$ cat config.mk
export PLATFORM = sky130hd
export DESIGN_NAME = nibble_serial_add_ctrl
export DESIGN_NICKNAME = d
export VERILOG_FILES = /design/src/rtl/nibble_serial_add_ctrl.sv
export SDC_FILE = /design/constraint.sdc
export NUM_CORES = 1
export LEC_CHECK = 0
export BUFFER_PORTS_ARGS = -buffer_cell sky130_fd_sc_hd__buf_4
export CORE_ASPECT_RATIO = 0.7
export CORE_MARGIN = 2
export CORE_UTILIZATION = 50
export CTS_BUF_LIST = sky130_fd_sc_hd__clkbuf_4 sky130_fd_sc_hd__clkbuf_8 sky130_fd_sc_hd__clkbuf_16
export CTS_CLUSTER_SIZE = 8
export DETAILED_ROUTE_END_ITERATION = 7
export PLACE_DENSITY = 0.77
export SLEW_MARGIN = 20
export SYNTH_ARGS = -nofsm -noshare
export SYNTH_HDL_FRONTEND = slang
export SYNTH_SLANG_ARGS = --single-unit
$ cat constraint.sdc
create_clock -name clk -period 4.15 [get_ports clk]
set_input_delay 0.2075 -clock clk [delete_from_list [all_inputs] [get_ports clk]]
set_output_delay 0.2075 -clock clk [all_outputs]
set_load 0.01 [all_outputs]
$ cat src/rtl/nibble_serial_add_ctrl.sv
// rtl/nibble_serial_add_ctrl.sv - sequences a shared 4-bit adder slice for WIDTH-bit add/sub
module nibble_serial_add_ctrl #(
   parameter int WIDTH = 16
) (
   input  logic             clk,
   input  logic             rst_n,
   input  logic             in_valid,
   output logic             in_ready,
   input  logic [WIDTH-1:0] op_a,
   input  logic [WIDTH-1:0] op_b,
   input  logic             op_sub,
   output logic [3:0]       add_a,
   output logic [3:0]       add_b,
   output logic             add_cin,
   input  logic [3:0]       add_sum,
   input  logic             add_cout,
   output logic             out_valid,
   input  logic             out_ready,
   output logic [WIDTH-1:0] result,
   output logic             carry_out,
   output logic             overflow,
   output logic             busy
);

   localparam int NIB = WIDTH / 4;
   localparam int IW  = (NIB > 1) ? $clog2(NIB) : 1;
   localparam logic [IW-1:0] LAST_IDX = IW'(NIB - 1);

   typedef enum logic [1:0] {
      S_IDLE = 2'd0,
      S_RUN  = 2'd1,
      S_DONE = 2'd2
   } state_t;

   state_t r_state;
   state_t w_state_nxt;

   // Operands and result viewed as nibble arrays so the step index selects a slice directly.
   logic [NIB-1:0][3:0] r_a;
   logic [NIB-1:0][3:0] r_b;
   logic [NIB-1:0][3:0] r_result;
   logic                r_carry;
   logic                r_carry_out;
   logic                r_overflow;
   logic [IW-1:0]       r_idx;
   logic                w_last;

   assign w_last    = (r_idx == LAST_IDX);
   assign result    = r_result;
   assign carry_out = r_carry_out;
   assign overflow  = r_overflow;

   // State register; any unused encoding is steered back to IDLE by the next-state logic.
   always_ff @(posedge clk or negedge rst_n) begin
      if (!rst_n) begin
         r_state <= S_IDLE;
      end else begin
         r_state <= w_state_nxt;
      end
   end

   // Next state plus handshake and slice drive; the slice only sees operands while running.
   always_comb begin
      w_state_nxt = r_state;
      in_ready    = 1'b0;
      out_valid   = 1'b0;
      busy        = 1'b0;
      add_a       = 4'h0;
      add_b       = 4'h0;
      add_cin     = 1'b0;
      case (r_state)
         S_IDLE: begin
            in_ready = 1'b1;
            if (in_valid) begin
               w_state_nxt = S_RUN;
            end
         end
         S_RUN: begin
            busy    = 1'b1;
            add_a   = r_a[r_idx];
            add_b   = r_b[r_idx];
            add_cin = r_carry;
            if (w_last) begin
               w_state_nxt = S_DONE;
            end
         end
         S_DONE: begin
            busy      = 1'b1;
            out_valid = 1'b1;
            if (out_ready) begin
               w_state_nxt = S_IDLE;
            end
         end
         default: begin
            w_state_nxt = S_IDLE;
         end
      endcase
   end

   // Datapath: capture operands (B pre-inverted for subtract, carry seeded with op_sub),
   // then fold one slice result per cycle into the result and the running carry.
   always_ff @(posedge clk or negedge rst_n) begin
      if (!rst_n) begin
         r_a         <= '0;
         r_b         <= '0;
         r_result    <= '0;
         r_carry     <= 1'b0;
         r_carry_out <= 1'b0;
         r_overflow  <= 1'b0;
         r_idx       <= '0;
      end else begin
         case (r_state)
            S_IDLE: begin
               if (in_valid) begin
                  r_a     <= op_a;
                  r_b     <= op_sub ? ~op_b : op_b;
                  r_carry <= op_sub;
                  r_idx   <= '0;
               end
            end
            S_RUN: begin
               r_result[r_idx] <= add_sum;
               r_carry         <= add_cout;
               if (w_last) begin
                  r_carry_out <= add_cout;
                  r_overflow  <= (r_a[NIB-1][3] == r_b[NIB-1][3]) &&
                                 (add_sum[3] != r_a[NIB-1][3]);
               end else begin
                  r_idx <= r_idx + IW'(1);
               end
            end
            default: begin
            end
         endcase
      end
   end

endmodule

==> results.sh, run 1 <==
export IMPL_drt_initial_drc_count=76
export IMPL_fin_crit_ns=2.315
export IMPL_num_fill_cells=427
export IMPL_num_rows=22
export IMPL_diodes=0
export IMPL_fin_setup_tns_ns=0
export IMPL_drive_above_1_share_pct=43.21
export IMPL_cp_arrival_ns=2.11
export IMPL_path_max_fanout=15
export IMPL_vdd_drop_max_mv=0.3864
export IMPL_core_area_um2=5202
export IMPL_drc=0
export IMPL_ff2ff_path_depth=5
export IMPL_p_sw_share_pct=34.07
export IMPL_ctsRootBufferMaster="clkbuf_8"
export IMPL_insertion_delay_ns=0.31
export IMPL_syn_to_final_growth_pct=25.36
export IMPL_overflow=0
export IMPL_die_y_um=65.07
export IMPL_drtPass1Iterations=4
export IMPL_critical_path_class="flip-flop to output pin"
export IMPL_io_buffers=71
export IMPL_clkPwrFrac_pct=12.6
export IMPL_max_slew_margin_pct=34.11
export IMPL_h_tree_depth=2
export IMPL_nNetsFinal=330
export IMPL_dieArea_um2=5937
export IMPL_worst_r2r_endpoint="r_a[5]$_DFFE_PN0P_"
export IMPL_p_total_mw=2.361
export IMPL_power_frac_comb_pct=45.4
export IMPL_synth_top_area_share_pct=51.67
export IMPL_viasPerCell=5.011
export IMPL_rsz0062_at_grt="no"
export IMPL_required_ns=3.94
export IMPL_p_sw_mw=0.8046
export IMPL_r2r_slack_ns=1.88
export IMPL_synth_edf_count=0
export IMPL_wl_per_cell_um=14.74
export IMPL_cp_start_kind="flip-flop"
export IMPL_p_leak_nw=1.544
export IMPL_synthesis_nets=260
export IMPL_path_clk_slew_ns=0.10
export IMPL_holdCritStartpoint="op_a[13]"
export IMPL_numCtsBuffers=5
export IMPL_hold_violations=0
export IMPL_fin_util_pct=64.19
export IMPL_stdcell_count=352
export IMPL_dp_cells=343
export IMPL_max_freq_ghz=0.4320
export IMPL_vias=1764
export IMPL_regArea_um2=1376
export IMPL_p_int_mw=1.557
export IMPL_grt_pass1_wl_um=8528
export IMPL_pin_count=72
export IMPL_async_reset_ff_share_pct=100.0
export IMPL_postCtsHoldBufs=1
export IMPL_pwr_share_seq_pct=42.0
export IMPL_netlist_instances=209
export IMPL_post_cts_buffers=0
export IMPL_hpwl_um=3829
export IMPL_yosys_warnings=0
export IMPL_grt_pass1_vias=1752
export IMPL_synth_area_top_cells="dfrtp_1 (52%), mux2_2 (14%), xnor2_1 (5.3%)"
export IMPL_p_per_area_nw_per_um2=707.1
export IMPL_post_route_period_util_pct=55.77
export IMPL_ys_seq_elements=55
export IMPL_syn_area_um2=2664
export IMPL_antenna_found_initial=0
export IMPL_dieWidth_um=91.24
export IMPL_wl_um=5187
export IMPL_min_delay_path_depth=2
export IMPL_reg2reg_from="r_state[0]$_DFFE_PN0P_"
export IMPL_setup_viol=0
export IMPL_cts_resized=0
export IMPL_multi_input_area_um2=1200
export IMPL_synth_top_area_cell="dfrtp_1"
export IMPL_outcome="completed"
export IMPL_gp_congestion=0.7369
export IMPL_cts_sinks=55
export IMPL_clock_path_buffers=2
export IMPL_worst_slew_pin_slew_ns=0.9859
export IMPL_ant_nets=0
export IMPL_ys_flop_type="dfrtp_1"
export IMPL_grt_max_degree=56
export IMPL_ys_types=24
export IMPL_worstHoldEndpoint="r_a[13]$_DFFE_PN0P_"
export IMPL_cp_end_kind="output pin"
export IMPL_maxSlewViolCount=0
export IMPL_max_cap_viol_count=0
export IMPL_skew_ns=0.007010
export IMPL_min_path_type="primary input to flip-flop"
export IMPL_seq_area_frac_synth_pct=51.67
export IMPL_start_util_pct=51.20
export IMPL_synth_avg_cell_area_um2=12.75
export IMPL_grt_use_total_pct=18.65
export IMPL_tritoncts="built"
export IMPL_finalHoldWorstSlack_ns=0.1176
## power groups by stage
stage	combinational [mW]	sequential [mW]	clock, mW
3_5_place_dp	1.09	1.00	0
6_report	1.07	0.992	0.298
2_1_floorplan	0.701	0.967	0
3_3_place_gp	1.06	0.987	0
5_1_grt	1.18	1.03	0.325
4_1_cts	1.09	0.994	0.302
## worst max-delay path, cell delays in order, from the launching register on
cell and delay, ns:
dfrtp_1 0.84, mux4_1 0.62, and2_1 0.19, buf_4 0.15
## placed cells by master (no fill, tap or decap)
| cell type | n |
|---|---|
| a221oi_2 | 1 |
| xnor2_1 | 16 |
| mux2_2 | 34 |
| clkbuf_4 | 1 |
| o21ai_0 | 20 |
| nand3_1 | 2 |
| nor2_1 | 1 |
| ha_1 | 9 |
| mux4_2 | 5 |
| inv_1 | 7 |
| o211ai_1 | 1 |
| clkinvlp_4 | 1 |
| mux2i_1 | 4 |
| dfrtp_1 | 55 |
| o221ai_1 | 1 |
| clkinv_2 | 1 |
| mux4_1 | 3 |
| a21oi_1 | 2 |
| nor2b_1 | 2 |
| nor3b_1 | 1 |
| clkbuf_8 | 5 |
| and3b_1 | 1 |
| dlygate4sd3_1 | 1 |
| nand2_1 | 23 |
| and2_1 | 10 |
| buf_4 | 73 |
## synth_stat cells (all sizes together) (2+ instances only)
| cell type | count |
|---|---|
| xnor2 | 16 |
| a21oi | 2 |
| clkbuf | 2 |
| o21ai | 20 |
| ha | 9 |
| nand3 | 2 |
| dfrtp | 55 |
| mux2 | 34 |
| nor2b | 2 |
| and2 | 10 |
| mux2i | 4 |
| inv | 7 |
| nand2 | 23 |
| mux4 | 8 |
| buf | 9 |
## per-stage QoR
| step | area [um^2] | setup WS (ns) |
|---|---|---|
| detailed placement | 3241 | 1.867 |
| global placement | 3241 | 1.895 |
| floorplan | 2664 | 2.543 |
| global route | 3339 | 1.650 |
| CTS | 3339 | 1.811 |
| finish | 3339 | 1.835 |
## logic make-up (layout without fill, tap and decap cells)
family          count (synthesis)  after routing  synth area share (%)
xor+xnor                       16             16                 5.261
buf+inv                        18             89                 3.288
compound gates                 25             25                 5.308
simple gates                   40             40                 7.186
flops                          55             55                 51.67
fa+ha+maj                       9              9                 4.227
mux                            46             46                 23.06
## final cells by class
class,count,share of cell area (%)
Timing Repair Buffer,74,16.71
Clock buffer,6,2.286
Inverter,7,0.7868
Multi-Input combinational cell,136,35.93
Clock inverter,2,0.3747
Sequential cell,55,41.21
Tap cell,72,2.698
## sequential cells by signal, summed over array words and instances (netlist names)
signal and flops:
carry_out 1, r_idx 2, r_b 16, r_carry 1
r_state 2, r_a 16, overflow 1, result 16
## how the worst max path moves through the flow
| stage | start | to | slack (ns) | depth (start not counted) |
|---|---|---|---|---|
| floorplan | r_state[0]$_DFFE_PN0P_ | r_state[0]$_DFFE_PN0P_ | 2.54 | 5 |
| global placement | r_state[0]$_DFFE_PN0P_ | r_a[1]$_DFFE_PN0P_ | 1.89 | 5 |
| detailed placement | r_state[0]$_DFFE_PN0P_ | r_a[5]$_DFFE_PN0P_ | 1.87 | 5 |
| CTS | r_idx[0]$_DFFE_PN0P_ | add_a[0] | 1.81 | 3 |
| global route | r_state[1]$_DFFE_PN0P_ | r_a[5]$_DFFE_PN0P_ | 1.65 | 5 |
| finish | r_idx[0]$_DFFE_PN0P_ | add_b[3] | 1.84 | 3 |
## routing by layer
layer / vias up / wire [um] / track usage [%]
met3: 4 / 213 / 3.837
li1: 857 / - / -
met1: 861 / 2531 / 26.15
met5: - / 0 / 0
met4: 0 / 37 / 5.682
met2: 42 / 2404 / 29.63
Power figures use the tool's default switching activity.
==> inputs of run 2 (changes only) <==
CORE_UTILIZATION = 47   (was 50)
PLACE_DENSITY = 0.76   (was 0.77)
clock period = 2 ns   (was 4.15 ns; I/O delays follow)
==> results.sh, run 2 (synthesis results as in run 1) <==
export IMPL_cp_end_kind="output pin"
export IMPL_max_slew_margin_pct=54.89
export IMPL_ctsRootBufferMaster="clkbuf_8"
export IMPL_critical_path_class="flip-flop to output pin"
export IMPL_syn_to_final_growth_pct=26.91
export IMPL_fin_util_pct=63.31
export IMPL_nNetsFinal=332
export IMPL_fin_crit_ns=1.891
export IMPL_crit_path_start="r_idx[0]$_DFFE_PN0P_"
export IMPL_setup_viol=0
export IMPL_numCtsBuffers=5
export IMPL_vias=1748
export IMPL_diodes=0
export IMPL_rsz0062_at_grt="no"
export IMPL_grt_use_total_pct=18.69
export IMPL_path_clk_slew_ns=0.10
export IMPL_cp_start_kind="flip-flop"
export IMPL_drtPass1Iterations=4
export IMPL_max_cap_viol_count=0
export IMPL_path_max_fanout=11
export IMPL_dieWidth_um=93.98
export IMPL_cts_sinks=55
export IMPL_fin_setup_tns_ns=0
export IMPL_num_fill_cells=436
export IMPL_finalHoldWorstSlack_ns=0.02658
export IMPL_p_leak_nw=1.563
export IMPL_outcome="completed"
export IMPL_maxSlewViolCount=0
export IMPL_grt_pass1_vias=1750
export IMPL_pin_count=72
export IMPL_layout_common_cells="buf_4 (73), dfrtp_1 (54), mux2_2 (34)"
export IMPL_h_tree_depth=2
export IMPL_post_cts_buffers=0
export IMPL_drt_initial_drc_count=66
export IMPL_die_y_um=66.99
export IMPL_required_ns=1.90
export IMPL_clock_path_buffers=2
export IMPL_grt_pass1_wl_um=8942
export IMPL_p_per_area_nw_per_um2=1473
export IMPL_min_path_type="primary input to flip-flop"
export IMPL_vdd_drop_max_mv=0.7213
export IMPL_drive_above_1_share_pct=43.97
export IMPL_drc=0
export IMPL_max_freq_ghz=0.5289
export IMPL_hpwl_um=3840
export IMPL_overflow=0
export IMPL_holdCritStartpoint="op_a[9]"
export IMPL_dieArea_um2=6295
export IMPL_gp_congestion=0.7863
export IMPL_worst_slew_pin_slew_ns=0.6767
export IMPL_tritoncts="built"
export IMPL_hold_violations=0
export IMPL_insertion_delay_ns=0.30
export IMPL_post_route_period_util_pct=94.54
export IMPL_viasPerCell=4.938
export IMPL_reg2reg_from="r_state[0]$_DFFE_PN0P_"
export IMPL_p_total_mw=4.981
export IMPL_io_buffers=71
export IMPL_skew_ns=0.006004
export IMPL_wl_per_cell_um=14.98
export IMPL_final_common_cell="buf_4"
export IMPL_cp_arrival_ns=1.79
export IMPL_num_rows=22
export IMPL_wl_um=5303
export IMPL_ant_nets=0
export IMPL_start_util_pct=49.88
export IMPL_core_area_um2=5340
export IMPL_antenna_found_initial=0
export IMPL_grt_max_degree=56
[run 2: changes by cell type in the layout (fill, tap and decap cells not counted)]
| cell | before | now |
|---|---|---|
| buf_12 | 0 | 2 |
| dfrtp_2 | 0 | 1 |
| dfrtp_1 | 55 | 54 |
[run 2: critical path: stages (launching register included)]
cell	delay [ns]
dfrtp_2	0.47
buf_12	0.17
mux4_1	0.53
and2_1	0.19
buf_4	0.14
[run 2: metal layers]
layer  vias up  global-route usage, %  part of all wire (%)
li1        867                      -                     -
met1       839                  26.35                    48
met2        40                  29.64                    47
met3         2                  3.959                   4.8
met4         0                  4.891                  0.75
met5         -                      0                     0
[run 2: power by group]
part / switching [mW] / internal (mW) / leakage (nW)
clock network: 0.350 / 0.259 / 0.0446
registers: 0.307 / 1.67 / 0.659
logic: 1.02 / 1.37 / 0.860
total: 1.68 / 3.30 / 1.56
[run 2: path summary, 6_finish.rpt]
kind / endpoint / slack [ns] / cells after the start
setup / recovery: add_b[3] / 0.11 / 4
max in group asynchronous: r_idx[0]$_DFFE_PN0P_ / 1.09 / 2
hold reg to reg: r_b[7]$_DFFE_PN0P_ / 0.48 / 2
min in group asynchronous: result[15]$_DFFE_PN0P_ / 0.42 / 2
setup reg to reg: r_state[0]$_DFFE_PN0P_ / 0.27 / 5
hold / removal: r_a[9]$_DFFE_PN0P_ / 0.03 / 2
[run 2: per-stage QoR]
step	cells	setup WS [ns]	instance area (um^2)
5_1_grt	354	0.04244	3381
2_1_floorplan	209	0.3931	2664
3_5_place_dp	345	0.2953	3281
3_3_place_gp	345	0.3588	3281
4_1_cts	354	0.001572	3379
6_report	354	0.1092	3381
[run 2: cell type report]
cell class / count / area [um^2] / area share [%]
sequential: 55 / 1378 / 40.75
clock buffer: 6 / 76.32 / 2.258
clock inverter: 2 / 12.51 / 0.3701
tap: 72 / 90.09 / 2.665
multi-input combinational: 136 / 1200 / 35.49
timing repair buffer: 76 / 598.1 / 17.69
inverter: 7 / 26.28 / 0.7772
[run 2: timing repair]
item	in CTS	in global routing
gates resized for setup	0	1
setup endpoints to repair	0	2
endpoints found under the hold margin	55	0
hold buffers	1	0
==> inputs of run 3 (changes only) <==
CORE_UTILIZATION = 50   (was 47)
PLACE_DENSITY = 0.77   (was 0.76)
clock period = 1.95 ns   (was 2 ns; I/O delays follow)
==> results.sh, run 3 (synthesis results as in run 1) <==
export IMPL_vias=1789
export IMPL_ant_nets=0
export IMPL_path_clk_slew_ns=0.10
export IMPL_p_total_mw=5.292
export IMPL_antenna_found_initial=0
export IMPL_maxSlewViolCount=0
export IMPL_skew_ns=0.009948
export IMPL_stdcell_count=356
export IMPL_die_y_um=65.07
export IMPL_worst_slew_pin_slew_ns=0.6748
export IMPL_h_tree_depth=2
export IMPL_drive_above_1_share_pct=44.37
export IMPL_gp_congestion=0.7389
export IMPL_crit_path_top_delay_cell="mux4_1"
export IMPL_slowest_delay_ns=0.53
export IMPL_setup_viol=0
export IMPL_crit_path_start="r_idx[0]$_DFFE_PN0P_"
export IMPL_wl_um=5290
export IMPL_layout_common_cells="buf_4 (75), dfrtp_1 (54), mux2_2 (34)"
export IMPL_overflow=0
export IMPL_insertion_delay_ns=0.31
export IMPL_path_cells="buf_12 -> mux4_1 -> and2_1 -> buf_4"
export IMPL_clock_path_buffers=2
export IMPL_vdd_drop_max_mv=0.6809
export IMPL_p_per_area_nw_per_um2=1545
export IMPL_dp_cells=345
export IMPL_required_ns=1.85
export IMPL_finalHoldWorstSlack_ns=0.01128
export IMPL_numCtsBuffers=5
export IMPL_hpwl_um=3858
export IMPL_grt_pass1_wl_um=8652
export IMPL_drt_initial_drc_count=80
export IMPL_crit_family="multiplexers"
export IMPL_tritoncts="built"
export IMPL_pin_count=72
export IMPL_cts_sinks=55
export IMPL_grt_pass1_vias=1803
export IMPL_dieArea_um2=5937
export IMPL_fin_crit_ns=1.835
export IMPL_hold_violations=0
export IMPL_critical_path_class="flip-flop to output pin"
export IMPL_outcome="completed"
export IMPL_reg2reg_from="r_state[0]$_DFFE_PN0P_"
export IMPL_core_area_um2=5202
export IMPL_path_max_fanout=8
export IMPL_max_freq_ghz=0.5451
export IMPL_num_rows=22
export IMPL_final_common_cell="buf_4"
export IMPL_drtPass1Iterations=4
export IMPL_ctsRootBufferMaster="clkbuf_8"
export IMPL_cp_start_kind="flip-flop"
export IMPL_io_buffers=71
export IMPL_p_leak_nw=1.589
export IMPL_cp_end_kind="output pin"
export IMPL_min_path_type="primary input to flip-flop"
export IMPL_drc=0
export IMPL_max_slew_margin_pct=55.01
export IMPL_diodes=0
export IMPL_start_util_pct=51.20
export IMPL_fin_setup_tns_ns=0
export IMPL_worst_path_buf_inv=2
export IMPL_wl_per_cell_um=14.86
export IMPL_grt_max_degree=56
export IMPL_syn_to_final_growth_pct=28.56
export IMPL_holdCritStartpoint="op_a[15]"
export IMPL_rsz0062_at_grt="no"
export IMPL_grt_use_total_pct=19.09
export IMPL_cp_arrival_ns=1.74
export IMPL_nNetsFinal=334
export IMPL_viasPerCell=5.025
export IMPL_post_route_period_util_pct=94.08
export IMPL_dieWidth_um=91.24
export IMPL_max_cap_viol_count=0
## run 3: cell types whose count changed in the layout (fill, tap and decap cells not counted), sizes merged
cell / delta
bufinv: +1
clkinvlp: -1
buf: +2
## run 3: routing by layer
layer	part of all wire (%)	global-route usage [%]
met5	0	0
met1	47	25.58
met4	1.1	6.439
met3	4.1	3.837
met2	48	31.57
## run 3: path summary, 6_finish.rpt
path	end	slack (ns)	cells after the start
max reg2reg	r_state[0]$_DFFE_PN0P_	0.25	5
max in group asynchronous	r_idx[0]$_DFFE_PN0P_	1.07	2
max	add_b[3]	0.12	4
min reg2reg	r_carry$_DFFE_PN0P_	0.48	2
min	r_a[15]$_DFFE_PN0P_	0.01	2
min in group asynchronous	result[12]$_DFFE_PN0P_	0.39	2
## run 3: layout make-up
class	instances	area, um^2
fill	412	1778
sequential	55	1378
multi-input combinational	136	1200
timing repair buffer	78	613.1
tap	72	90.09
clock buffer	6	82.58
clock inverter	2	35.03
inverter	7	26.28
## run 3: power breakdown
part | total (mW) | switching [mW] | internal, mW
sequential | 2.04 | 0.325 | 1.71
clock | 0.771 | 0.355 | 0.416
combinational | 2.48 | 1.05 | 1.43
total | 5.29 | 1.73 | 3.56
## run 3: metrics by stage
step | utilization, % | instance area [um^2] | setup WS [ns]
global route | 65.82 | 3425 | 0.05311
detailed placement | 63.06 | 3281 | 0.2530
CTS | 65.54 | 3410 | 0.04471
global placement | 63.06 | 3281 | 0.2873
floorplan | - | 2664 | 0.3431
finish | 65.82 | 3425 | 0.1154
## run 3: repair_timing
item,4_1_cts,5_1_grt
resized for setup,1,0
hold buffers,1,0
hold endpoints to repair,55,0
buffers inserted,0,2
setup endpoints to repair,3,2
